### src/rtl/mips_pkg.sv
// Shared constants for the MIPS execute-stage decode and ALU.
// Build option: MIPS_ALU_XOR_EN adds an XOR ALU operation (funct 0x26).
package mips_pkg;

  // Instruction opcodes (instruction bits [31:26])
  localparam logic [5:0] OP_RTYPE = 6'h00;
  localparam logic [5:0] OP_LW    = 6'h23;
  localparam logic [5:0] OP_SW    = 6'h2B;
  localparam logic [5:0] OP_BEQ   = 6'h04;
  localparam logic [5:0] OP_BNE   = 6'h05;
  localparam logic [5:0] OP_ADDI  = 6'h08;
  localparam logic [5:0] OP_J     = 6'h02;

  // R-type function codes (instruction bits [5:0])
  localparam logic [5:0] FN_ADD = 6'h20;
  localparam logic [5:0] FN_SUB = 6'h22;
  localparam logic [5:0] FN_AND = 6'h24;
  localparam logic [5:0] FN_OR  = 6'h25;
  localparam logic [5:0] FN_XOR = 6'h26;
  localparam logic [5:0] FN_NOR = 6'h27;
  localparam logic [5:0] FN_SLT = 6'h2A;

  // ALU operation class produced by the main decoder
  localparam logic [1:0] ALUOP_ADD0  = 2'b00;
  localparam logic [1:0] ALUOP_SUB   = 2'b01;
  localparam logic [1:0] ALUOP_RTYPE = 2'b10;
  localparam logic [1:0] ALUOP_ADD1  = 2'b11;

  // ALU operation codes
  localparam logic [3:0] ALU_AND = 4'b0000;
  localparam logic [3:0] ALU_OR  = 4'b0001;
  localparam logic [3:0] ALU_ADD = 4'b0010;
  localparam logic [3:0] ALU_SUB = 4'b0110;
  localparam logic [3:0] ALU_SLT = 4'b0111;
  localparam logic [3:0] ALU_NOR = 4'b1100;
  localparam logic [3:0] ALU_XOR = 4'b1101;

  // Main-control bundle carried through the EX boundary register
  typedef struct packed {
    logic       regdst;
    logic       branch_eq;
    logic       branch_ne;
    logic       memread;
    logic       memwrite;
    logic       memtoreg;
    logic       regwrite;
    logic       alusrc;
    logic       jump;
    logic [1:0] aluop;
  } ctrl_t;

endpackage

### src/rtl/mips_alu_core.sv
// Combinational 32-bit MIPS ALU with zero detect.
// Build option: MIPS_ALU_XOR_EN enables the XOR operation (code 1101).
module mips_alu_core
  import mips_pkg::*;
(
  input  logic [3:0]  ctl,
  input  logic [31:0] a,
  input  logic [31:0] b,
  output logic [31:0] out,
  output logic        zero
);

  // Select the operation; unknown codes produce 0
  always_comb begin
    out = 32'h0;
    case (ctl)
      ALU_AND: out = a & b;
      ALU_OR:  out = a | b;
      ALU_ADD: out = a + b;
      ALU_SUB: out = a - b;
      ALU_SLT: out = {31'h0, ($signed(a) < $signed(b))};
      ALU_NOR: out = ~(a | b);
`ifdef MIPS_ALU_XOR_EN
      ALU_XOR: out = a ^ b;
`endif
      default: out = 32'h0;
    endcase
  end

  assign zero = (out == 32'h0);

endmodule

### src/rtl/mips_alu_ctrl.sv
// Execute stage: main decode, ALU-control decode, operand-B select, ALU,
// and the EX boundary register (bubble clears, hold freezes).
// Build option: MIPS_ALU_XOR_EN maps funct 0x26 to the XOR operation.
module mips_alu_ctrl
  import mips_pkg::*;
(
  input  logic        clk,
  input  logic        rst,
  input  logic [5:0]  opcode,
  input  logic [5:0]  funct,
  input  logic [31:0] rs_data,
  input  logic [31:0] rt_data,
  input  logic [31:0] seimm,
  input  logic        bubble,
  input  logic        hold,
  output logic        regdst,
  output logic        branch_eq,
  output logic        branch_ne,
  output logic        memread,
  output logic        memwrite,
  output logic        memtoreg,
  output logic        regwrite,
  output logic        alusrc,
  output logic        jump,
  output logic [1:0]  aluop,
  output logic [3:0]  aluctl,
  output logic [31:0] alurslt,
  output logic        zero
);

  ctrl_t       ctrl_d;
  ctrl_t       ctrl_q;
  logic [3:0]  aluctl_d;
  logic [31:0] operand_b;
  logic [31:0] result_d;
  logic        zero_d;

  // Main decode: opcode to control flags and ALU op class
  always_comb begin
    ctrl_d = '0;
    case (opcode)
      OP_RTYPE: begin
        ctrl_d.regdst   = 1'b1;
        ctrl_d.regwrite = 1'b1;
        ctrl_d.aluop    = ALUOP_RTYPE;
      end
      OP_LW: begin
        ctrl_d.memread  = 1'b1;
        ctrl_d.memtoreg = 1'b1;
        ctrl_d.alusrc   = 1'b1;
        ctrl_d.regwrite = 1'b1;
      end
      OP_SW: begin
        ctrl_d.memwrite = 1'b1;
        ctrl_d.alusrc   = 1'b1;
      end
      OP_BEQ: begin
        ctrl_d.branch_eq = 1'b1;
        ctrl_d.aluop     = ALUOP_SUB;
      end
      OP_BNE: begin
        ctrl_d.branch_ne = 1'b1;
        ctrl_d.aluop     = ALUOP_SUB;
      end
      OP_ADDI: begin
        ctrl_d.alusrc   = 1'b1;
        ctrl_d.regwrite = 1'b1;
      end
      OP_J: begin
        ctrl_d.jump = 1'b1;
      end
      default: ctrl_d = '0;
    endcase
  end

  // ALU-control decode: op class plus funct to a 4-bit ALU operation
  always_comb begin
    aluctl_d = ALU_ADD;
    case (ctrl_d.aluop)
      ALUOP_ADD0: aluctl_d = ALU_ADD;
      ALUOP_SUB:  aluctl_d = ALU_SUB;
      ALUOP_ADD1: aluctl_d = ALU_ADD;
      ALUOP_RTYPE: begin
        case (funct)
          FN_ADD:  aluctl_d = ALU_ADD;
          FN_SUB:  aluctl_d = ALU_SUB;
          FN_AND:  aluctl_d = ALU_AND;
          FN_OR:   aluctl_d = ALU_OR;
          FN_SLT:  aluctl_d = ALU_SLT;
          FN_NOR:  aluctl_d = ALU_NOR;
`ifdef MIPS_ALU_XOR_EN
          FN_XOR:  aluctl_d = ALU_XOR;
`endif
          default: aluctl_d = ALU_ADD;
        endcase
      end
      default: aluctl_d = ALU_ADD;
    endcase
  end

  assign operand_b = ctrl_d.alusrc ? seimm : rt_data;

  mips_alu_core u_alu (
    .ctl  (aluctl_d),
    .a    (rs_data),
    .b    (operand_b),
    .out  (result_d),
    .zero (zero_d)
  );

  // EX boundary register: reset/bubble clear to NOP, hold freezes, else load
  always_ff @(posedge clk) begin
    if (rst || bubble) begin
      ctrl_q  <= '0;
      aluctl  <= 4'h0;
      alurslt <= 32'h0;
      zero    <= 1'b0;
    end else if (!hold) begin
      ctrl_q  <= ctrl_d;
      aluctl  <= aluctl_d;
      alurslt <= result_d;
      zero    <= zero_d;
    end
  end

  assign regdst    = ctrl_q.regdst;
  assign branch_eq = ctrl_q.branch_eq;
  assign branch_ne = ctrl_q.branch_ne;
  assign memread   = ctrl_q.memread;
  assign memwrite  = ctrl_q.memwrite;
  assign memtoreg  = ctrl_q.memtoreg;
  assign regwrite  = ctrl_q.regwrite;
  assign alusrc    = ctrl_q.alusrc;
  assign jump      = ctrl_q.jump;
  assign aluop     = ctrl_q.aluop;

endmodule

### config.mk
export PLATFORM = sky130hd
export DESIGN_NAME = mips_alu_ctrl
export DESIGN_NICKNAME = d
export VERILOG_FILES = /design/src/rtl/mips_pkg.sv /design/src/rtl/mips_alu_core.sv /design/src/rtl/mips_alu_ctrl.sv
export SDC_FILE = /design/constraint.sdc
export NUM_CORES = 1
export LEC_CHECK = 0
export ABC_CLOCK_PERIOD_IN_PS = 4900
export BUFFER_PORTS_ARGS = -buffer_cell sky130_fd_sc_hd__buf_4
export CAP_MARGIN = 20
export CORE_MARGIN = 2
export CORE_UTILIZATION = 52
export DETAILED_ROUTE_END_ITERATION = 8
export PLACE_DENSITY_LB_ADDON = 0.15
export SKIP_CTS_REPAIR_TIMING = 1
export SLEW_MARGIN = 5
export SYNTH_ARGS = -nofsm -noshare
export SYNTH_HDL_FRONTEND = slang
export SYNTH_HIERARCHICAL = 1
export SYNTH_SLANG_ARGS = --single-unit
### constraint.sdc
create_clock -name clk -period 4.9 [get_ports clk]
set_clock_uncertainty 0.05 [all_clocks]
set_input_delay 0.245 -clock clk [delete_from_list [all_inputs] [get_ports clk]]
set_output_delay 0.245 -clock clk [all_outputs]
set_load 0.005 [all_outputs]
==> metrics.csv, run 1 <==
metric,value,unit
Max Cap Viol,0,
Place WS,-0.6950,ns
post-synthesis register bit count,47,
DRC,0,
initial drt markers,1498,
hpwl dp,25.08,mm
Initial Util,53.51,%
Area Growth Syn to Fin,48.49,%
"Max FO, Critical Path",5,
Synth Cell Area,8195,sq um
DR pass1 iterations,8,
"EDFF count, synth",0,
io pins,160,
count of cell types in the netlist,81,
Worst Hold Class,in2reg,
Tightest Pin Transition,0.9186,ns
CP Launch Type,input pin,
Setup Viol. Count Final,2,
Slew Limit Fails,0,
vias per std cell,6.373,
"count leader, synth",nor2_1,
initial antenna violation count,0,
Post-Place Cells,1680,
ratio of final minimum period to clock period,110.2,%
Post-Route WL,35.36,mm
CP required,5.08,ns
Num Clock Sinks,47,
share of cells above drive strength 1,38.36,%
Area contributors post-synth,"ha_1 (16%), dfxtp_1 (11%), mux2_4 (5.3%), a21oi_1 (5.3%), nor2_1 (4.9%)",
Core Footprint,15310,sq um
CTS Buf Count,5,
Lkg Pwr,5.923,nW
vias in the first global route,10010,
Power Total,2.233,mW
Yosys Warn Count,6,
cell accounting for the most synthesized area,ha_1,
crit path capture type,flop,
Root Driver,clkbuf_16,
status,finished with violations,
vias,10900,
"Net Count, Synth",1327,
total grt overflow,0,
failing checks,setup timing,
ant diodes,0,
"non-filler cells, final",1710,
GRT Total Usage,37.29,%
DRT antenna net count,0,
PnR worst setup slack,-0.4994,ns
clk_lat worst skew,0.29,ns
Fin. Hold Viols,0,
Crit Path Category,in2reg,
first-pass GRT wire length,50.56,mm
clock-pin slew on the worst setup and hold paths,0.07,ns
Clock Path Buffers,2,
H-tree levels,2,
Post-synth top cells,"nor2_1 (107), inv_1 (106), ha_1 (105)",
ys flop type,dfxtp_1,
net count reported at finish,1717,
DR WL/cell,20.68,um
Worst Path Arrival,5.58,ns
full die area,16780,sq um
Max rail drop VDD,0.1511,mV
Std-Cell Rows,45,
max_slew headroom,38.76,%
sequential-to-total area share from yosys stat,11.48,%
largest net degree at the start of global routing,60,
Syn Inst Count,1108,
Filler Cell Count,1082,
Synth top area share,16.03,%
CTS tree,done,
unrepaired setup endpoints after global routing,yes,
die span in x,129.5,um
PD cells,183.5,nW/um^2
PortBufs,159,
syn avg cell area,7.397,sq um
routability cong.,1.008,
async set-reset flop share out of synthesis,0,%
die height,129.5,um
minimum clock period,5.399,ns
Fmax achieved,185.2,MHz
[metrics by stage]
| step | utilization [%] | hold slack [ns] | area [sq um] | setup TNS [ns] |
|---|---|---|---|---|
| floorplan | - | 0.3391 | 8250 | -0.1787 |
| global placement | 74.67 | 0.3988 | 11440 | -1.379 |
| detailed placement | 74.67 | 0.4115 | 11440 | -1.623 |
| CTS | 75.83 | 0.3153 | 11610 | -0.5946 |
| global route | 79.46 | 0.3329 | 12170 | -0.9467 |
| finish | 79.46 | 0.3301 | 12170 | -0.7091 |
[report_power, final]
group | internal [mW] | leakage, nW | total [mW] | switching (mW)
clock network | 0.257 | 0.0875 | 0.426 | 0.168
logic | 0.675 | 5.45 | 1.40 | 0.722
registers | 0.398 | 0.382 | 0.410 | 0.0120
total | 1.33 | 5.92 | 2.23 | 0.903
[cell usage in the layout (no fill, tap or decap), drive strengths merged, types with 10 or more instances in the layout]
cell type	n
o22ai	17
a211oi	17
a21o	12
inv	107
a21oi	86
o21ai	44
a22oi	35
nand2	66
or3	11
nor4	17
nand4	18
ha	105
o211ai	10
nor2b	11
o22a	10
mux2	33
nand2b	11
o21a	10
o221ai	11
buf	457
mux2i	40
nor3	28
dfxtp	47
nor2	107
nand3	14
o31ai	17
[path summary, 6_finish.rpt]
check | slack (ns) | startpoint | endpoint | cells after the start
setup reg to reg | 4.00 | branch_eq$_SDFFE_PP0N_ | branch_eq$_SDFFE_PP0N_ | 2
setup / recovery | -0.50 | opcode[0] | zero$_SDFFE_PP0N_ | 21
hold / removal | 0.33 | opcode[3] | memwrite$_SDFFE_PP0N_ | 4
hold reg to reg | 0.42 | aluctl[3]$_SDFFE_PP0N_ | aluctl[3]$_SDFFE_PP0N_ | 2
[worst max-delay path: stages]
cell	delay [ns]
buf_6	0.10
buf_4	0.15
or3_4	0.37
or3_4	0.37
inv_2	0.07
ha_2	0.17
and3b_1	0.20
or3b_4	0.42
nor2_4	0.21
nand4bb_1	0.31
o221ai_1	0.20
a22o_1	0.24
or4_1	0.51
or3_1	0.35
or4_4	0.44
nor4_4	0.26
nand4bb_1	0.12
or4_4	0.44
nor4_4	0.22
mux2i_1	0.10
nor2_1	0.10
[flip-flops by register name, indices dropped and copies added, names as in the netlist]
signal and cells:
aluop 2, aluctl 4, regwrite 1, regdst 1, zero 1, alurslt 32, jump 1, memwrite 1
branch_eq 1, memtoreg 1, branch_ne 1, alusrc 1
[cell families after synthesis]
kind of cell               count (synthesis)  share of synthesized area, %
DFF                                       47                         11.48
muxes                                     73                         10.75
and+or+nand+nor                          337                         21.02
buffers and inverters                    183                         9.573
xor gates and xnor gates                   5                        0.5343
adders and majority gates                107                         16.52
AOI/OAI and AO/OA                        356                         30.12
[final cells by class]
| type | instances | area [sq um] | share of cell area [%] |
|---|---|---|---|
| Inverter | 108 | 410.4 | 3.372 |
| Timing Repair Buffer | 458 | 3487 | 28.66 |
| Tap cell | 211 | 264.0 | 2.169 |
| Clock inverter | 2 | 38.79 | 0.3187 |
| Clock buffer | 6 | 138.9 | 1.141 |
| Multi-Input combinational cell | 878 | 6889 | 56.61 |
| Sequential cell | 47 | 940.9 | 7.732 |
[per-layer routing]
layer,track usage (%),wire length (um),vias to the layer above
met1,47.92,13580,5042
li1,-,-,4872
met5,0,0,-
met2,64.74,16310,798
met3,5.120,3841,185
met4,11.64,1629,0
Power figures use the tool's default switching activity.
==> run 2: changes to the inputs <==
- CORE_MARGIN: 2 -> 8
==> run 2 against run 1 <==
Effect of this change:
- the run still ends with setup timing left
- power shrank 2.5%
- routed wire length decreased by 2.1%
- die area rose by 19%
- setup slack better by 0.17 ns
- cell count fell by 0.23%
- count of clock-buffer cells in the layout decreased by 1
- global-route usage fell by 5.3 points
- fmax grew 3.3%
- via count is 3.1% lower
- non-clock buffer count fell by 9
- critical endpoint unchanged
- largest cell class unchanged
- largest power group unchanged
==> metrics.csv, run 2 (synthesized netlist as in run 1, its figures left out) <==
metric,value,unit,change
status,finished with violations,,
failing checks,setup timing,,
setup TNS,-0.3262,ns,+0.3829 ns
CTS tree,done,,
Reg power frac,18.8,%,+0.4 points
CP required,5.08,ns,about the same
ratio of final minimum period to clock period,106.7,%,-3.5 points
Power Internal,1.307,mW,-1.7%
unrepaired setup endpoints after global routing,yes,,
clk_lat worst skew,0.29,ns,about the same
net count reported at finish,1708,,-0.52%
DRC,0,,unchanged
hpwl dp,26.61,mm,+6.1%
Lkg Pwr,5.866,nW,-0.95%
vias in the first global route,10110,,+1.0%
share of cells above drive strength 1,37.79,%,-0.57 points
Area Growth Syn to Fin,46.75,%,
routability cong.,1.047,,+3.9%
Critical Path Sink,zero$_SDFFE_PP0N_,,
CP Launch Type,input pin,,
NetSw,0.8695,mW,-3.7%
FF-to-FF setup slack,3.96,ns,-0.04 ns
die height,141.5,um,+9.3%
full die area,20030,sq um,+19%
Max rail drop VDD,0.2188,mV,+45%
PortBufs,159,,unchanged
"commonest non-fill, non-tap cell in the layout",buf_4,,
max reg flops,32,,unchanged
total grt overflow,0,,unchanged
Post-Route WL,34.63,mm,-2.1%
Num Clock Sinks,47,,unchanged
CTS Buf Count,5,,unchanged
io pins,160,,unchanged
Reg2Reg Depth,2,,unchanged
Max Cap Viol,0,,unchanged
PD cells,181.0,nW/um^2,-1.3%
vias,10560,,-3.1%
max_slew headroom,37.31,%,-1.4 points
Crit Path Category,in2reg,,
GRT Total Usage,32.02,%,-5.3 points
PnR worst setup slack,-0.3262,ns,+0.1732 ns
crit path capture type,flop,,
Biggest register,alurslt,,
die span in x,141.5,um,+9.3%
DR WL/cell,20.30,um,-1.8%
Worst Path Arrival,5.41,ns,-0.17 ns
Std-Cell Rows,46,,+2.2%
critical path launch point,opcode[1],,
Fin. Hold Viols,0,,unchanged
RR Startpoint,aluctl[2]$_SDFFE_PP0N_,,
initial drt markers,1229,,-18%
Tightest Pin Transition,0.9404,ns,+0.02173 ns
ant diodes,0,,unchanged
minimum clock period,5.226,ns,-0.1732 ns
"non-filler cells, final",1706,,-0.23%
Slew Limit Fails,0,,unchanged
Setup Viol. Count Final,1,,-1
Root Driver,clkbuf_16,,
Worst Hold Class,in2reg,,
"Max FO, Critical Path",7,,+2
Sw Share,39.94,%,-0.49 points
Initial Util,52.35,%,-1.2 points
"commonest cells after routing, fill and taps aside","buf_4 (447), inv_1 (103), nor2_1 (103)",,
initial antenna violation count,0,,unchanged
fin util,76.82,%,-2.6 points
first-pass GRT wire length,52.54,mm,+3.9%
worst-case hold slack,0.3654,ns,+0.03532 ns
Comb power frac,62.6,%,about the same
r2r endpoint,aluctl[2]$_SDFFE_PP0N_,,
DR pass1 iterations,6,,-2
Core Footprint,15660,sq um,+2.2%
H-tree levels,2,,unchanged
largest net degree at the start of global routing,60,,unchanged
Post-Place Cells,1692,,+0.71%
Clk network pwr share,18.6,%,-0.5 points
vias per std cell,6.190,,-2.9%
Fmax achieved,191.3,MHz,+3.3%
Clock Path Buffers,2,,unchanged
DRT antenna net count,0,,unchanged
Filler Cell Count,1166,,+7.8%
clock-pin slew on the worst setup and hold paths,0.07,ns,about the same
-- run 2: cell count changes in the layout (fill, tap and decap cells not counted), sizes merged --
cell	change
buf	-8
clkbuf	-2
clkinv	+1
-- run 2: worst min-delay path by stage --
| stage | startpoint | to | slack, ns | depth (start not counted) |
|---|---|---|---|---|
| final | opcode[3] | memwrite$_SDFFE_PP0N_ | 0.37 | 4 |
| after global placement | branch_ne$_SDFFE_PP0N_ | branch_ne$_SDFFE_PP0N_ | 0.40 | 2 |
| after global routing | opcode[3] | memwrite$_SDFFE_PP0N_ | 0.37 | 4 |
| after floorplan | opcode[3] | memwrite$_SDFFE_PP0N_ | 0.34 | 2 |
| after detailed placement | branch_ne$_SDFFE_PP0N_ | branch_ne$_SDFFE_PP0N_ | 0.41 | 2 |
| after CTS | funct[1] | aluctl[2]$_SDFFE_PP0N_ | 0.32 | 4 |
-- run 2: power by group through the flow --
stage               combinational (mW)  clock, mW  sequential, mW
finish                            1.36      0.406           0.409
global route                      1.46      0.423           0.410
CTS                               1.28      0.405           0.409
detailed placement                1.27          0           0.417
global placement                  1.25          0           0.417
floorplan                        0.642          0           0.416
-- run 2: cell type report --
| type | instances | area, sq um | share of cell area, % |
|---|---|---|---|
| sequential | 47 | 940.9 | 7.824 |
| multi-input combinational | 878 | 6842 | 56.89 |
| tap | 216 | 270.3 | 2.247 |
| inverter | 108 | 405.4 | 3.371 |
| clock buffer | 5 | 125.1 | 1.040 |
| clock inverter | 3 | 47.55 | 0.3953 |
| timing repair buffer | 449 | 3396 | 28.24 |
-- run 2: through the flow --
stage	instance area [sq um]	power (mW)	worst slack [ns]
floorplan	8250	1.058	-0.1787
global placement	11490	1.666	-0.6346
detailed placement	11490	1.684	-0.7472
CTS	11670	2.091	-0.4902
global route	12030	2.290	-0.4421
finish	12030	2.177	-0.3262
-- run 2: layer usage --
| metal | track usage, % | share of wire (%) | up-vias |
|---|---|---|---|
| met5 | 0 | 0 | - |
| met2 | 54.25 | 47 | 635 |
| met1 | 39.86 | 40 | 4963 |
| met3 | 6.015 | 9.7 | 109 |
| met4 | 10.85 | 3.8 | 0 |
| li1 | - | - | 4853 |
-- run 2: critical path, stage by stage --
cell	delay, ns
buf_4	0.13
or3_4	0.40
or3_4	0.35
inv_2	0.06
ha_2	0.17
and3b_2	0.23
or3b_4	0.42
nor2_4	0.27
nor4b_4	0.11
a221o_1	0.34
a22o_1	0.22
or4_1	0.53
or3_4	0.34
or4_4	0.43
nor4_4	0.27
nand4bb_1	0.13
or4_4	0.42
nor4_2	0.14
mux2i_1	0.10
nor2_1	0.10
==> run 3: changes to the inputs <==
- ABC_AREA: not set -> 1
- CORE_UTILIZATION: 52 -> 53
==> run 3 against run 2 <==
Effect of this change:
- the flow now finishes without violations
- final area decreased by 11%
- count of clock-buffer cells in the layout is the same
- global-route usage is 3.0 points lower
- power decreased by 12%
- via count is 3.7% higher
- utilization is 15 points lower
- largest cell class unchanged
- highest routed layer unchanged
==> metrics.csv, run 3 <==
metric,value,unit,change
full die area,21950,sq um,+9.6%
post-synthesis register bit count,47,,unchanged
crit-path max cell delay,0.50,ns,-0.03 ns
Finished Cell Area,10700,sq um,-11%
async set-reset flop share out of synthesis,0,%,unchanged
count of cell types in the netlist,43,,-47%
met2 wire len,15.20,mm,-5.7%
Yosys Warn Count,6,,unchanged
syn avg cell area,5.287,sq um,-29%
Lkg Pwr,6.401,nW,+9.1%
Core Footprint,17180,sq um,+9.7%
clk_lat worst skew,0.29,ns,about the same
Fmax achieved,249.0,MHz,+30%
DRC,0,,unchanged
initial drt markers,957,,-22%
share of cells above drive strength 1,13.10,%,-25 points
H-tree levels,2,,unchanged
hpwl dp,27.77,mm,+4.4%
Max Cap Viol,0,,unchanged
met1 wire length,14.15,mm,+2.3%
Area Growth Syn to Fin,15.57,%,
"Net Count, Synth",1970,,+48%
"commonest cells after routing, fill and taps aside","nand2_1 (570), inv_1 (376), nor2_1 (200)",,
Tightest Pin Transition,0.9709,ns,+0.03056 ns
Std-Cell Rows,48,,+4.3%
Crit path max-delay family,simple AND/OR/NAND/NOR gates,,
vias in the first global route,10240,,+1.3%
Filler Cell Count,1739,,+49%
Post-Place Cells,2095,,+24%
Clock Path Buffers,2,,unchanged
PortBufs,159,,unchanged
DRT antenna net count,0,,unchanged
Crit-path slowest cell,ha_1,,
DP Area,10530,sq um,-8.4%
multi-input logic area,6556,sq um,-4.2%
DR WL/cell,15.74,um,-22%
routability cong.,1.009,,-3.6%
Most common cell on crit path,nand2_1,,
Synth top area share,23.11,%,+7.1 points
Post-Route WL,33.11,mm,-4.4%
FF+latch area,940.9,sq um,unchanged
Root Driver,clkbuf_16,,
Met3 Wirelength,2.474,mm,-26%
Critical path buffers and inverters,5,,+3
Worst Hold Class,in2reg,,
Slew Limit Fails,0,,unchanged
ant diodes,0,,unchanged
CP required,5.05,ns,-0.03 ns
crit path capture type,flop,,
ys flop type,dfxtp_1,,
io pins,160,,unchanged
fin util,62.29,%,-15 points
Num Clock Sinks,47,,unchanged
PD cells,179.3,nW/um^2,-0.95%
first-pass GRT wire length,51.70,mm,-1.6%
sequential-to-total area share from yosys stat,10.16,%,-1.3 points
Max rail drop VDD,0.1777,mV,-19%
Area contributors post-synth,"nand2_1 (23%), inv_1 (15%), ha_1 (14%), dfxtp_1 (10%), nor2_1 (8.1%)",,
cell accounting for the most synthesized area,nand2_1,,
"Max FO, Critical Path",23,,+16
Power Total,1.918,mW,-12%
ratio of final minimum period to clock period,81.96,%,-25 points
"count leader, synth",nand2_1,,
max_slew headroom,35.12,%,-2.2 points
Worst Path Arrival,4.17,ns,-1.24 ns
clock-pin slew on the worst setup and hold paths,0.07,ns,about the same
vias per std cell,5.205,,-16%
minimum clock period,4.016,ns,-1.210 ns
DR top layer,met4,,
setup TNS,0,ns,+0.3262 ns
"commonest non-fill, non-tap cell in the layout",nand2_1,,
largest net degree at the start of global routing,56,,-6.7%
Biggest register,alurslt,,
DR pass1 iterations,7,,+1
Crit Path Category,in2reg,,
"EDFF count, synth",0,,unchanged
CTS tree,done,,
CTS Buf Count,5,,unchanged
unrepaired setup endpoints after global routing,no,,
GRT Total Usage,29.04,%,-3.0 points
die height,148.2,um,+4.7%
vias,10950,,+3.7%
initial antenna violation count,0,,unchanged
Post-synth top cells,"nand2_1 (570), inv_1 (376), nor2_1 (201)",,
status,"finished, final reports clean",,
Syn Inst Count,1751,,+58%
Initial Util,53.90,%,+1.5 points
total grt overflow,0,,unchanged
net count reported at finish,2096,,+23%
"non-filler cells, final",2103,,+23%
Fin. Hold Viols,0,,unchanged
max reg flops,32,,unchanged
Synth Cell Area,9258,sq um,+13%
die span in x,148.2,um,+4.7%
CP Launch Type,input pin,,
Setup Viol. Count Final,0,,-1
-- run 3: cell count changes in the layout (fill, tap and decap cells not counted), sizes merged, moves of 15 or more --
cell	change
buf	-277
a221oi	+18
o22ai	-17
nor4	-15
nand2	+518
o31ai	-17
inv	+277
nor2	+100
a22oi	-34
mux2	-33
nand3	+110
mux2i	-40
nor3	-16
o21ai	+20
-- run 3: area by class of cell --
class | instances | area share (%)
well taps | 225 | 2.631
inverters | 385 | 13.51
repair buffers | 172 | 12.19
clock inverters | 3 | 0.4327
multi-input cells | 1266 | 61.28
flip-flops and latches | 47 | 8.794
clock buffers | 5 | 1.169
-- run 3: worst reg2reg max path: cells and delay by family, from the launching register on --
kind | cells | cell delay, ns
compound gates | 2 | 0.25
flops | 1 | 0.32
-- run 3: metrics by stage --
step | setup WS, ns | hold slack [ns]
CTS | 0.9561 | 0.2066
global placement | 0.7471 | 0.4017
floorplan | 1.842 | 0.3533
global route | 0.5080 | 0.2198
detailed placement | 0.6886 | 0.4085
finish | 0.8841 | 0.2086
-- run 3: cells by family after synthesis --
group / synth area share (%)
fa+ha+maj: 14.62
compound gates: 13.83
flops: 10.16
simple gates: 42.11
xor+xnor: 0.09462
buf+inv: 19.18
-- run 3: routing by layer --
| metal | vias up | track usage (%) |
|---|---|---|
| li1 | 5586 | - |
| met1 | 4832 | 36.19 |
| met2 | 451 | 49.29 |
| met3 | 77 | 4.376 |
| met4 | 0 | 11.32 |
| met5 | - | 0 |
-- run 3: power by group --
part | switching (mW) | internal [mW]
clock | 0.151 | 0.242
sequential | 0.0105 | 0.400
combinational | 0.736 | 0.378
total | 0.898 | 1.02
-- run 3: worst paths after layout --
kind	end	startpoint	cells past startpoint	slack (ns)
worst max-delay path	zero$_SDFFE_PP0N_	opcode[5]	27	0.88
worst min-delay path	jump$_SDFFE_PP0N_	opcode[1]	3	0.21
worst max register to register	aluctl[0]$_SDFFE_PP0N_	aluctl[0]$_SDFFE_PP0N_	2	4.14
worst min register to register	alurslt[4]$_SDFFE_PP0N_	alurslt[4]$_SDFFE_PP0N_	2	0.42
